$ cat src/rtl/riscv_pkg.sv
// Shared fetch-stage types and constants.
// The FETCH_SKID_EN macro adds the HOLD state used by the optional skid buffer.
package riscv_pkg;

    localparam int          XLEN_DEFAULT = 32;
    localparam logic [31:0] NOP          = 32'h0000_0013;

    typedef enum logic [1:0] {
        ST_IDLE = 2'd0,
        ST_REQ  = 2'd1,
        ST_WAIT = 2'd2
`ifdef FETCH_SKID_EN
        ,
        ST_HOLD = 2'd3
`endif
    } fetch_state_t;

endpackage

$ cat src/rtl/if_id_reg.sv
// IF/ID pipeline register: flush beats stall beats load; an idle cycle inserts a bubble.
module if_id_reg
    import riscv_pkg::*;
#(
    parameter int XLEN = XLEN_DEFAULT
) (
    input  logic            clk,
    input  logic            rst_n,
    input  logic            flush,
    input  logic            stall,
    input  logic            load,
    input  logic [XLEN-1:0] load_instr,
    input  logic [XLEN-1:0] load_pc,
    input  logic [XLEN-1:0] load_pc4,
    output logic [XLEN-1:0] instr_r,
    output logic [XLEN-1:0] pc_r,
    output logic [XLEN-1:0] pc4_r,
    output logic            valid_r
);

    localparam logic [XLEN-1:0] NOP_W = XLEN'(NOP);

    // Bubbles carry zeroed PCs so an invalid slot never exposes a stale address.
    always_ff @(posedge clk or negedge rst_n) begin
        if (!rst_n) begin
            instr_r <= NOP_W;
            pc_r    <= {XLEN{1'b0}};
            pc4_r   <= {XLEN{1'b0}};
            valid_r <= 1'b0;
        end else if (flush) begin
            instr_r <= NOP_W;
            pc_r    <= {XLEN{1'b0}};
            pc4_r   <= {XLEN{1'b0}};
            valid_r <= 1'b0;
        end else if (stall) begin
            instr_r <= instr_r;
            pc_r    <= pc_r;
            pc4_r   <= pc4_r;
            valid_r <= valid_r;
        end else if (load) begin
            instr_r <= load_instr;
            pc_r    <= load_pc;
            pc4_r   <= load_pc4;
            valid_r <= 1'b1;
        end else begin
            instr_r <= NOP_W;
            pc_r    <= {XLEN{1'b0}};
            pc4_r   <= {XLEN{1'b0}};
            valid_r <= 1'b0;
        end
    end

endmodule

$ cat src/rtl/fetch_stage.sv
// Instruction fetch with a single outstanding imem request, redirect kill and IF/ID register.
// Define FETCH_SKID_EN to keep a response that arrives under stallD instead of refetching it.
module fetch_stage
    import riscv_pkg::*;
#(
    parameter int              XLEN     = XLEN_DEFAULT,
    parameter logic [XLEN-1:0] RESET_PC = XLEN'(32'h0000_0000)
) (
    input  logic            clk,
    input  logic            rst_n,
    input  logic            stallF,
    input  logic            stallD,
    input  logic            flushD,
    input  logic            br_en_E,
    input  logic [XLEN-1:0] br_target_E,
    output logic            imem_req,
    output logic [XLEN-1:0] imem_addr,
    input  logic            imem_gnt,
    input  logic            imem_rvalid,
    input  logic [XLEN-1:0] imem_rdata,
    output logic [XLEN-1:0] instr_D,
    output logic [XLEN-1:0] pc_D,
    output logic [XLEN-1:0] pc4_D,
    output logic            valid_D
);

    localparam logic [XLEN-1:0] PC_STEP   = XLEN'(32'd4);
    localparam logic [XLEN-1:0] ADDR_MASK = {{(XLEN-2){1'b1}}, 2'b00};

    fetch_state_t    state_r;
    logic [XLEN-1:0] pc_f_r;
    logic [XLEN-1:0] pc_req_r;
    logic            kill_r;
`ifdef FETCH_SKID_EN
    logic [XLEN-1:0] skid_r;
`endif

    logic            good_s;
    logic            load_s;
    logic            advance_s;
    logic [XLEN-1:0] load_instr_s;
    logic [XLEN-1:0] pc_req4_s;

    assign imem_req  = (state_r == ST_REQ) && !stallF;
    assign imem_addr = pc_f_r & ADDR_MASK;
    assign pc_req4_s = pc_req_r + PC_STEP;

    // A response is usable only in WAIT, when not killed and not overtaken by a same-cycle redirect.
    always_comb begin
        good_s       = (state_r == ST_WAIT) && imem_rvalid && !kill_r && !br_en_E;
        load_s       = 1'b0;
        load_instr_s = imem_rdata;
        if (good_s && !stallD) begin
            load_s       = 1'b1;
            load_instr_s = imem_rdata;
        end
`ifdef FETCH_SKID_EN
        else if ((state_r == ST_HOLD) && !stallD && !br_en_E) begin
            load_s       = 1'b1;
            load_instr_s = skid_r;
        end
`endif
        else begin
            load_s       = 1'b0;
            load_instr_s = imem_rdata;
        end
        advance_s = load_s && !flushD;
    end

    // Fetch FSM, PC, granted-address latch and kill flag.
    always_ff @(posedge clk or negedge rst_n) begin
        if (!rst_n) begin
            state_r  <= ST_IDLE;
            pc_f_r   <= RESET_PC;
            pc_req_r <= RESET_PC;
            kill_r   <= 1'b0;
`ifdef FETCH_SKID_EN
            skid_r   <= XLEN'(NOP);
`endif
        end else begin
            case (state_r)
                ST_IDLE: state_r <= ST_REQ;
                ST_REQ: begin
                    if (imem_req && imem_gnt) begin
                        pc_req_r <= pc_f_r;
                        kill_r   <= br_en_E;
                        state_r  <= ST_WAIT;
                    end else begin
                        state_r  <= ST_REQ;
                    end
                end
                ST_WAIT: begin
                    if (imem_rvalid) begin
                        kill_r <= 1'b0;
`ifdef FETCH_SKID_EN
                        if (good_s && stallD && !flushD) begin
                            skid_r  <= imem_rdata;
                            state_r <= ST_HOLD;
                        end else begin
                            state_r <= ST_REQ;
                        end
`else
                        state_r <= ST_REQ;
`endif
                    end else begin
                        kill_r <= kill_r | br_en_E;
                    end
                end
`ifdef FETCH_SKID_EN
                ST_HOLD: begin
                    if (flushD || br_en_E || !stallD) begin
                        state_r <= ST_REQ;
                    end else begin
                        state_r <= ST_HOLD;
                    end
                end
`endif
                default: state_r <= ST_IDLE;
            endcase

            // A dropped response leaves pc_f_r at the granted address, which replays it.
            if (br_en_E) begin
                pc_f_r <= br_target_E;
            end else if (advance_s) begin
                pc_f_r <= pc_req4_s;
            end else begin
                pc_f_r <= pc_f_r;
            end
        end
    end

    if_id_reg #(
        .XLEN (XLEN)
    ) u_if_id (
        .clk        (clk),
        .rst_n      (rst_n),
        .flush      (flushD),
        .stall      (stallD),
        .load       (load_s),
        .load_instr (load_instr_s),
        .load_pc    (pc_req_r),
        .load_pc4   (pc_req4_s),
        .instr_r    (instr_D),
        .pc_r       (pc_D),
        .pc4_r      (pc4_D),
        .valid_r    (valid_D)
    );

endmodule

$ cat config.mk
export PLATFORM = sky130hd
export DESIGN_NAME = fetch_stage
export DESIGN_NICKNAME = d
export VERILOG_FILES = /design/src/rtl/riscv_pkg.sv /design/src/rtl/if_id_reg.sv /design/src/rtl/fetch_stage.sv
export SDC_FILE = /design/constraint.sdc
export NUM_CORES = 1
export LEC_CHECK = 0
export ABC_AREA = 1
export CORE_AREA = 3 3 138 140
export CTS_BUF_LIST = sky130_fd_sc_hd__clkbuf_2
export DETAILED_ROUTE_END_ITERATION = 7
export DIE_AREA = 0 0 141 143
export HOLD_SLACK_MARGIN = 0.03
export MAX_ROUTING_LAYER = met4
export PLACE_DENSITY = 0.68
export RECOVER_POWER = 25
export SLEW_MARGIN = 20
export SYNTH_ARGS = -nofsm -noshare
export SYNTH_HDL_FRONTEND = slang
export SYNTH_SLANG_ARGS = --single-unit
$ cat constraint.sdc
create_clock -name clk -period 1.8 [get_ports clk]
set_input_delay 0.54 -clock clk [delete_from_list [all_inputs] [get_ports clk]]
set_output_delay 0.54 -clock clk [all_outputs]
set_load 0.02 [all_outputs]
-- Word-level counts from Yosys, hierarchy flattened
Index checks and enable logic that the tools add are counted.
- bits in registers: 164
- latch bits: 0
- bits in writable memories: 0
- bits in read-only memories: 0
- input bits: 72
- output and inout port bits: 130
- logic and storage cells: 53
- memories kept: 0
- add/subtract/negate cells: 1
- multiply operators: 0
- div/mod/pow operators: 0
- $lt $le $gt $ge: 0
- equal/unequal tests: 5
- shift-type cells: 0
- mux-type cells: 21
- bitwise gates (word level): 1
- reductions and logical operators: 17
- operator list (kind ; number):
    2-to-1 mux 32 bit ; 11
    adder 32 x 3 -> 32 bit (second input constant) ; 1
    logical AND 1 bit ; 7
    2-to-1 mux 1 bit ; 6
    case mux 2 bit (3 select lines) ; 1
    zero test 1 bit ; 5
    2-to-1 mux 2 bit ; 2
    != test 2 x 1 -> 1 bit (second input constant) ; 2
    AND reduction 2 bit ; 2
    nonzero test 2 bit ; 2
    equality test 2 x 1 -> 1 bit (second input constant) ; 1
    equality test 2 bit (second input constant) ; 1
    zero test 2 bit ; 1
    != test 2 bit (second input constant) ; 1
    case mux 1 bit (2 select lines) ; 1
    bitwise OR 1 bit ; 1

-- Logic depth before layout (Yosys ltp)
Gate-level depths: netlist of run 1.
- word-level depth: 9
- depth in mapped cells: 9

-- Cells and area by module
A second synthesis of run 1 with hierarchy kept.
- cell total of the unflattened synthesis: 982
- area total of the unflattened synthesis: 8101.5 µm²
- modules (own cells, without submodules) (module ; times used ; cells an instance ; area an instance (µm²)):
    fetch_stage ; 1 ; 543 ; 4080.2
    if_id_reg ; 1 ; 439 ; 4021.4

-- Worst setup path before layout of run 1
OpenSTA, ideal clock, no wires.
- path type: in2reg
- start: input port stallF
- end: register pc_req_r[26]
- setup time: 131 ps
- arrival: 1748 ps
- path slack: -79 ps
- stages on the path: 6
- buffers on the path: 2
- path through: nor3_1 nand2_1 buf_2 buf_2 nand2_1 o21ai_0
- cells in the longest elaborated chain, start to end: 4
- RTL lines (element ; RTL line ; RTL):
    from (decl) ; fetch_stage.sv:11 ; input logic stallF,
    zero test 1 bit ; fetch_stage.sv:44 ; assign imem_req = (state_r == ST_REQ) && !stallF;
    logical AND 1 bit ; fetch_stage.sv:44 ;
    logical AND 1 bit ; fetch_stage.sv:84 ; if (imem_req && imem_gnt) begin
    AND reduction 2 bit (no source line) ; n/a ;
    to (signal assigned) ; fetch_stage.sv:85 ; pc_req_r <= pc_f_r;
    to (decl) ; fetch_stage.sv:32 ; logic [XLEN-1:0] pc_req_r;
Every way passes these cells.
A chain may end at the register's enable or synchronous reset.

-- Final worst setup path of run 1
- start: register state_r[0]
- end: output port imem_req
- cells in the longest elaborated chain, start to end: 2
- RTL lines (element ; RTL line ; RTL):
    from (decl) ; fetch_stage.sv:30 ; fetch_state_t state_r;
    from (signal assigned) ; fetch_stage.sv:73 ; state_r <= ST_IDLE;
    from (signal assigned) ; fetch_stage.sv:82 ; ST_IDLE: state_r <= ST_REQ;
    from (signal assigned) ; fetch_stage.sv:87 ; state_r <= ST_WAIT;
    equality test 2 x 1 -> 1 bit ; fetch_stage.sv:44 ;
    logical AND 1 bit ; fetch_stage.sv:44 ;
    to (decl) ; fetch_stage.sv:16 ; output logic imem_req,
Every way passes these cells.

==> results of run 1 <==
-- area by class of cell --
type                    count  area, um^2
clock buffers              18       90.09
diodes                      1       2.502
clock inverters            14       232.7
well taps                 229       286.5
repair buffers            305        3040
inverters                  78       295.3
fillers                  1623        7557
multi-input cells         515        2401
flip-flops and latches    162        4058
-- synthesized netlist by cell type, types with 2 or more instances --
| cell type | number |
|---|---|
| a21oi_1 | 4 |
| a22o_1 | 33 |
| buf_2 | 4 |
| buf_4 | 39 |
| buf_6 | 6 |
| clkbuf_1 | 17 |
| dfrtp_1 | 159 |
| dfstp_2 | 3 |
| inv_1 | 76 |
| nand2_1 | 285 |
| nand2_4 | 2 |
| nand3_1 | 48 |
| nor2_1 | 39 |
| nor2_4 | 4 |
| o211ai_1 | 2 |
| o21ai_0 | 79 |
| o21ai_1 | 3 |
| o22ai_1 | 4 |
| xor2_1 | 4 |
-- power breakdown --
part	switching, mW	internal (mW)
clock	1.34	1.20
combinational	0.805	0.634
sequential	0.340	3.95
total	2.49	5.78
-- flip-flops by register name, summed over array words and instances (netlist names) --
signal and cells:
kill_r 1, u_if_id.pc4_r 32, pc_req_r 32, u_if_id.pc_r 30
u_if_id.instr_r 32, pc_f_r 32, u_if_id.valid_r 1, state_r 2
-- per-stage QoR --
step           TNS (ns)  hold WS (ns)  instance area, um^2  cells
2_1_floorplan         0        0.2444                 7179    821
3_3_place_gp     -16.74        0.4463                 9380   1215
3_5_place_dp     -19.45        0.4499                 9380   1215
4_1_cts          -17.02        0.1620                10270   1302
5_1_grt          -22.72        0.2662                10410   1322
6_report         -7.518        0.3429                10410   1322
-- worst paths after layout --
| kind | from | end | slack [ns] | cells past startpoint |
|---|---|---|---|---|
| max | state_r[0] | imem_req | -0.27 | 3 |
| min in group asynchronous | rst_n | u_if_id.valid_r | 0.36 | 2 |
| max reg2reg | pc_req_r[2] | pc_f_r[22] | 0.13 | 8 |
| min | br_target_E[3] | pc_f_r[3] | 0.34 | 3 |
| max in group asynchronous | rst_n | pc_req_r[8] | 0.32 | 3 |
| min reg2reg | pc_req_r[1] | pc_req_r[1] | 0.51 | 2 |
-- timing repair --
action / CTS / global route
resized for setup: 778 / 8
buffers inserted: 54 / 19
hold endpoints to repair: 162 / 0
endpoints found under the setup margin: 128 / 140
hold buffers: 1 / 0
pin swaps: 1 / 1
cloned: 0 / 0
-- placed cells by master, fill, tap and decap left out, drive strengths merged --
master,count
or2,1
a21oi,4
ha,1
nand2,287
conb,2
dfstp,3
clkdlybuf4s50,70
dfrtp,159
a22o,33
xor2,4
inv,80
o21ai,82
diode,1
clkbuf,22
clkinv,6
nand3,48
nor3,1
buf,230
and2,1
dlygate4sd3,1
o22ai,4
bufinv,6
nor2,44
o211ai,3
-- cell families after synthesis --
kind of cell / count (synthesis)
and+or+nand+nor: 382
DFF: 162
buffers and inverters: 144
AOI/OAI and AO/OA: 126
xor gates and xnor gates: 4
adders and majority gates: 1
other: 1
-- critical path, stage by stage (launching register included) --
cell	delay, ns
dfrtp_1	0.41
inv_2	0.06
nor3_4	0.20
buf_6	0.14
-- per-layer routing --
metal | part of all wire | routed length, um | global-route usage | vias to the layer above
li1 | - | - | - | 3079
met1 | 0.46 | 9576 | 0.2906 | 3022
met2 | 0.46 | 9535 | 0.3332 | 218
met3 | 0.076 | 1594 | 0.06095 | 17
met4 | 0.0095 | 199 | 0.04691 | 0
met5 | 0 | 0 | - | -
==> impl_metrics.py, run 1 <==
metrics = {
    "run_status": {
        "status": "finished, violations left",
        "violations": "setup timing",
    },
    "global_routing": {
        "first_global_vias": 6339,
        "grt_pass1_wl_mm": 33.55,
        "grt_overflow": 0,
        "track_usage": 0.2171,
        "antenna_found_initial": 1,
        "grt_max_degree": 39,
    },
    "clock_tree": {
        "htreeDepth": 4,
        "insertion_delay_ns": 0.75,
        "root_buffer": "clkbuf_2",
        "cts.clk_slew.worst_paths_ns": 0.23,
        "numCtsBuffers": 17,
        "cts_tree": "built",
        "clk_path_buf_depth": 2,
        "clkSinkCount": 162,
    },
    "detailed_routing": {
        "via_per_inst": 4.793,
        "drtPass1Iterations": 5,
        "wl_per_cell_um": 15.81,
        "drt-initial-drc-count": 373,
        "vias": 6336,
        "drtAntennaViolNets": 0,
        "finalWirelength_mm": 20.91,
        "drcViolationCount": 0,
    },
    "die": {
        "die-width_um": 141,
        "initial_utilization": 0.3992,
        "core-area_um2": 17960,
        "num_rows": 49,
        "ioPinCount": 202,
        "die-area_um2": 20160,
        "die_h_um": 143,
    },
    "worst_setup_path": {
        "required_ns": 1.26,
        "worst_setup_path_start_kind": "register",
        "crit_path_end_kind": "output port",
        "crit_type": "register to output port",
        "crit_fanout": 2,
        "arrival_ns": 1.53,
    },
    "placement": {
        "hpwl_mm": 14.96,
        "post-place-ws_ns": -0.5039,
        "gp_congestion": 0.9257,
        "io_buffers": 199,
    },
    "yosys": {
        "syn-mean-instance-area_um2": 8.745,
        "synth_xor_area_frac": 0.004886,
        "netlist_top_cells_area": "dfrtp_1 (55%), nand2_1 (15%), o21ai_0 (5.5%)",
        "synthCells": 820,
        "synth_top_cell_area_share": 0.5549,
        "yosysSeqAreaShare": 0.5659,
        "yosysWarnings": 0,
        "synth_ff_type": "dfrtp_1",
        "ys_async_sr_fraction": 1.000,
        "synth.largest_area_cell": "dfrtp_1",
        "synthSimpleGateAreaFrac": 0.2162,
        "synth_top_family_by_area": "simple AND/OR/NAND/NOR gates",
        "synth_edf_count": 0,
        "synth_cell_types": 28,
        "netlist_area_um2": 7171,
        "synth_compound_area_frac": 0.1077,
        "yosys-mux-area-fraction": 0,
        "synth_seq_cells": 162,
        "synth_fa_ha_area_frac": 0.001745,
    },
    "layout": {
        "layout.nets": 1152,
        "syn_to_final_growth_pct": 45.12,
        "drive_above_1_share": 0.2601,
        "fin_util": 0.5793,
    },
    "sta": {
        "layout_setup_ws_ns": -0.2658,
        "period_needed_ns": 2.066,
        "rsz0062_at_grt": "true",
        "fin_crit_sh": 1.148,
        "tightest_slew_ns": 0.7513,
        "finalSetupViolCount": 128,
        "skew_ns": 0.05685,
        "hold_viol": 0,
        "timing.slew.headroom": 0.4991,
        "slew_violations": 0,
        "clock.fmax_ghz": 0.4841,
    },
    "pwr": {
        "leakagePower_nw": 5.393,
        "p_per_area_nw_per_um2": 794.2,
        "ir_drop_v": 0.0004394,
        "power_mw": 8.264,
    },
    "flow_run": {
        "maxCapViolations": 0,
    },
    "worst_hold_path": {
        "hold_class": "input pin to register",
    },
}
No activity file was read; power rests on OpenSTA's default activity.
==> inputs of run 2 (changes only) <==
==> constraint.sdc (replaced) <==
create_clock -name clk -period 1.8 [get_ports clk]
set_input_delay 0.36 -clock clk [delete_from_list [all_inputs] [get_ports clk]]
set_output_delay 0.36 -clock clk [all_outputs]
set_load 0.02 [all_outputs]
==> run 2 against run 1 <==
  * The run still ends with setup timing left
  * Design area fell by 4.8%
  * Setup slack improved by 0.20 ns
  * Via count rose by 0.17%
  * Largest cell class unchanged
  * Fmax rose by 11%
  * Combinational power barely moved
  * Routed wire length fell by 1.2%
==> impl_metrics.py, run 2 (synthesized netlist as in run 1, its figures left out) <==
metrics = {
    "layout": {
        "final_cells": 1322,
        "final_common_cell": "nand2_1",
        "fillCellCount": 1683,
        "layout.nets": 1152,
        "layout_common_cells": "nand2_1 (285), dfrtp_1 (159), buf_4 (89)",
        "syn_to_final_growth_pct": 38.21,
        "drive_above_1_share": 0.2592,
    },
    "sta": {
        "layout_setup_ws_ns": -0.06706,
        "period_needed_ns": 1.867,
        "finalSetupViolCount": 1,
        "slew_violations": 0,
        "rsz0062_at_grt": "true",
        "skew_ns": 0.03839,
        "tightest_slew_ns": 1.092,
        "setup_tns_ns": -0.06706,
        "hold_viol": 0,
        "clock.fmax_ghz": 0.5356,
        "fin_crit_sh": 1.037,
        "timing.slew.headroom": 0.2720,
    },
    "global_routing": {
        "grt_pass1_wl_mm": 32.91,
        "track_usage": 0.2133,
        "grt_overflow": 0,
        "first_global_vias": 6251,
        "grt_max_degree": 49,
        "antenna_found_initial": 1,
    },
    "worst_setup_path": {
        "cp_cell_sequence": "inv_2 > nor3_4 > buf_6",
        "critical-path-top-delay-family": "flip-flops",
        "cp.depth": 3,
        "crit_path_end_kind": "output port",
        "cp_slowest_cell": "dfrtp_1",
        "rr_worst_depth": 8,
        "crit_type": "register to output port",
        "worst-path-buf-inv": 2,
        "crit_fanout": 2,
        "reg2reg_slack_ns": 0.15,
        "worst_setup_path_start_kind": "register",
        "required_ns": 1.44,
        "r2r_start": "pc_req_r[2]",
        "arrival_ns": 1.51,
        "cpPeakStageDelay_ns": 0.41,
        "r2r_end": "u_if_id.pc4_r[18]",
    },
    "detailed_routing": {
        "finalWirelength_mm": 20.66,
        "via_per_inst": 4.801,
        "drcViolationCount": 0,
        "drtPass1Iterations": 4,
        "drtAntennaViolNets": 0,
        "wl_per_cell_um": 15.62,
        "vias": 6347,
        "drt-initial-drc-count": 302,
    },
    "worst_hold_path": {
        "hold-path-endpoint": "pc_f_r[0]",
        "worstHoldPathCells": 3,
        "hold_path_startpoint": "br_target_E[0]",
        "hold_class": "input pin to register",
    },
    "run_status": {
        "status": "finished, violations left",
        "violations": "setup timing",
    },
    "clock_tree": {
        "clkSinkCount": 162,
        "numCtsBuffers": 17,
        "insertion_delay_ns": 0.73,
        "cts_tree": "built",
        "root_buffer": "clkbuf_2",
        "cts.clk_slew.worst_paths_ns": 0.27,
        "clk_path_buf_depth": 2,
        "htreeDepth": 4,
    },
    "flow_run": {
        "maxCapViolations": 0,
    },
    "placement": {
        "gp_congestion": 0.8797,
        "dp_cells": 1213,
        "io_buffers": 199,
        "post-place-ws_ns": -0.2304,
        "hpwl_mm": 14.75,
    },
    "pwr": {
        "p_per_area_nw_per_um2": 773.7,
        "leakagePower_nw": 5.291,
        "ir_drop_v": 0.0003785,
        "power_mw": 7.668,
    },
    "die": {
        "core-area_um2": 17960,
        "ioPinCount": 202,
        "die_h_um": 143,
        "die-area_um2": 20160,
        "initial_utilization": 0.3992,
        "num_rows": 49,
        "die-width_um": 141,
    },
}
-- run 2: repair_timing --
item	4_1_cts	5_1_grt
hold buffers	3	0
pin swaps	0	1
hold endpoints to repair	162	0
buffers inserted	51	22
gates resized for setup	523	137
setup endpoints to repair	128	90
-- run 2: metrics by stage --
step           hold WS (ns)    util  cell area (um^2)
6_report             0.1603  0.5517              9911
5_1_grt             0.09165  0.5517              9911
4_1_cts              0.1017  0.5296              9513
3_5_place_dp         0.3038  0.5225              9385
3_3_place_gp         0.3016  0.5225              9385
2_1_floorplan       0.06441       -              7174
-- run 2: worst reg2reg max path, stage by stage (launching register included) --
cell and delay [ns]:
dfrtp_1 0.44, ha_1 0.18, nand2_1 0.10, nor2_2 0.16
nand2_1 0.17, nor2_4 0.23, xor2_1 0.16, nand2_1 0.10
nand2_1 0.07
-- run 2: worst max path at each step --
stage / startpoint / end / slack (ns)
5_1_grt: state_r[0] / imem_req / -0.22
3_3_place_gp: stallF / imem_req / -0.19
4_1_cts: state_r[1] / imem_req / -0.17
6_report: state_r[0] / imem_req / -0.07
2_1_floorplan: state_r[1] / pc_req_r[26] / 0.06
3_5_place_dp: stallF / imem_req / -0.23
-- run 2: power by group --
group          internal, mW  total (mW)  switching [mW]
registers              3.95        4.28           0.330
logic                 0.619        1.42           0.805
clock network         0.547        1.97            1.42
-- run 2: metal layers --
metal  vias up  global-route usage  wire length, um
met5         -                   -                0
met4         0             0.05711              294
met3        23             0.04990             1499
met2       221              0.3246             9293
met1      3015              0.2894             9568
li1       3088                   -                -
-- run 2: final cells by class --
type,count,area [um^2],share of cell area
inverters,78,295.3,0.02979
flip-flops and latches,162,4058,0.4094
multi-input cells,515,2396,0.2418
diodes,1,2.502,0.0002525
well taps,229,286.5,0.02891
clock buffers,17,85.08,0.008585
repair buffers,305,2639,0.2663
clock inverters,15,148.9,0.01502
==> inputs of run 3 (changes only) <==
==> constraint.sdc (replaced) <==
create_clock -name clk -period 2.1 [get_ports clk]
set_input_delay 0.42 -clock clk [delete_from_list [all_inputs] [get_ports clk]]
set_output_delay 0.42 -clock clk [all_outputs]
set_load 0.02 [all_outputs]
==> run 3 against run 2 <==
  * The flow now finishes without violations
  * Combinational power is 25% lower
  * Sequential power is 14% lower
  * Flip-flop and latch count stayed put
  * Die area stayed put
  * Clock skew is 0.0028 ns lower
  * Hold slack better by 0.080 ns
  * Largest cell class unchanged
==> impl_metrics.py, run 3 (synthesized netlist as in run 1, its figures left out) <==
metrics = {
    "clock_tree": {
        "htreeDepth": 4,
        "cts.clk_slew.worst_paths_ns": 0.22,
        "insertion_delay_ns": 0.74,
        "cts_tree": "built",
        "root_buffer": "clkbuf_2",
        "cts_setup_buffers": 0,
        "numCtsBuffers": 17,
        "clkSinkCount": 162,
        "clk_path_buf_depth": 2,
    },
    "detailed_routing": {
        "wl_per_cell_um": 16.10,
        "vias": 6015,
        "drtPass1Iterations": 5,
        "finalWirelength_mm": 19.81,
        "via_per_inst": 4.890,
        "drcViolationCount": 0,
        "drt-initial-drc-count": 332,
        "drtAntennaViolNets": 0,
    },
    "die": {
        "die-area_um2": 20160,
        "ioPinCount": 202,
        "num_rows": 49,
        "core-area_um2": 17960,
        "die_h_um": 143,
        "initial_utilization": 0.3992,
        "die-width_um": 141,
    },
    "layout": {
        "layout_common_cells": "nand2_1 (285), dfrtp_1 (159), dlygate4sd2_1 (122)",
        "final_area_um2": 9278,
        "diodes": 0,
        "drive_above_1_share": 0.06693,
        "syn_to_final_growth_pct": 29.38,
        "fillCellCount": 1761,
        "final_common_cell": "nand2_1",
        "layout.nets": 1063,
    },
    "sta": {
        "fin_crit_sh": 0.9371,
        "hold_viol": 0,
        "holdWs_ns": 0.2401,
        "tightest_slew_ns": 1.032,
        "timing.slew.headroom": 0.3119,
        "period_needed_ns": 1.968,
        "slew_violations": 0,
        "finalSetupViolCount": 0,
        "skew_ns": 0.03563,
        "rsz0062_at_grt": "true",
        "clock.fmax_ghz": 0.5081,
    },
    "global_routing": {
        "grt_pass1_wl_mm": 31.48,
        "antenna_found_initial": 0,
        "track_usage": 0.2042,
        "first_global_vias": 5873,
        "grt_max_degree": 51,
        "grt_overflow": 0,
    },
    "run_status": {
        "status": "completed",
    },
    "placement": {
        "placed_area_um2": 9243,
        "io_buffers": 199,
        "gp_congestion": 0.8500,
        "hpwl_mm": 14.67,
    },
    "worst_setup_path": {
        "crit_type": "register to output port",
        "crit_path_end_kind": "output port",
        "arrival_ns": 1.55,
        "required_ns": 1.68,
        "crit_fanout": 3,
        "worst_setup_path_start_kind": "register",
    },
    "pwr": {
        "leakagePower_nw": 5.062,
        "ir_drop_v": 0.0003266,
        "power_mw": 6.436,
        "p_per_area_nw_per_um2": 693.7,
    },
    "worst_hold_path": {
        "hold_class": "input pin to register",
    },
    "flow_run": {
        "maxCapViolations": 0,
    },
}
==> run 3: changes by cell type in the layout (fill, tap and decap cells not counted), sizes merged <==
cell and delta:
clkbuf +7, clkinvlp -2, dlygate4sd3 -1, buf -214
clkinv +3, diode -1, inv -8, dlygate4sd2 +122
bufinv +2
==> run 3: power breakdown <==
| group | internal (mW) | total, mW | switching [mW] | leakage (nW) |
|---|---|---|---|---|
| registers | 3.38 | 3.67 | 0.284 | 2.15 |
| clock network | 0.663 | 1.71 | 1.05 | 0.147 |
| logic | 0.415 | 1.06 | 0.644 | 2.77 |
| total | 4.46 | 6.44 | 1.98 | 5.06 |
==> run 3: through the flow <==
stage	setup TNS (ns)	utilization	setup slack [ns]	cells
after global placement	-0.002894	0.5145	-0.002894	1199
after floorplan	0	-	0.3411	821
final	0	0.5165	0.1320	1230
after global routing	-0.02184	0.5165	-0.02184	1230
after detailed placement	-0.0008553	0.5145	-0.0008553	1199
after CTS	0	0.5196	0.0003456	1230
==> run 3: worst paths after layout <==
path | startpoint | endpoint | slack [ns] | cells after the start
setup / recovery | state_r[1] | imem_req | 0.13 | 2
hold / removal | br_target_E[0] | pc_f_r[0] | 0.24 | 3
setup reg to reg | pc_req_r[3] | u_if_id.pc4_r[14] | 0.33 | 8
hold reg to reg | state_r[0] | state_r[0] | 0.49 | 1
max in group asynchronous | rst_n | u_if_id.instr_r[15] | 0.30 | 3
min in group asynchronous | rst_n | u_if_id.pc_r[30] | 0.37 | 2
==> run 3: final cells by class <==
type | count | area [um^2] | area share
Timing Repair Buffer | 216 | 2018 | 0.2175
Inverter | 78 | 295.3 | 0.03183
Tap cell | 229 | 286.5 | 0.03088
Clock buffer | 20 | 100.1 | 0.01079
Multi-Input combinational cell | 515 | 2382 | 0.2568
Sequential cell | 162 | 4058 | 0.4374
Clock inverter | 10 | 137.6 | 0.01483
==> run 3: repair_timing <==
action / CTS / global route
hold endpoints to repair: 159 / 0
gates resized for setup: 135 / 9
pin swaps: 0 / 1
hold buffers: 1 / 0
endpoints found under the setup margin: 128 / 6
==> run 3: per-layer routing <==
layer	part of all wire	up-vias	track usage
li1	-	2913	-
met1	0.47	2862	0.2788
met2	0.45	218	0.3072
met3	0.066	22	0.05325
met4	0.013	0	0.04997
met5	0	-	-
==> run 3: critical path, cell delays in order, from the launching register on <==
cell	delay (ns)
dfrtp_1	0.45
nor3_2	0.19
buf_4	0.17
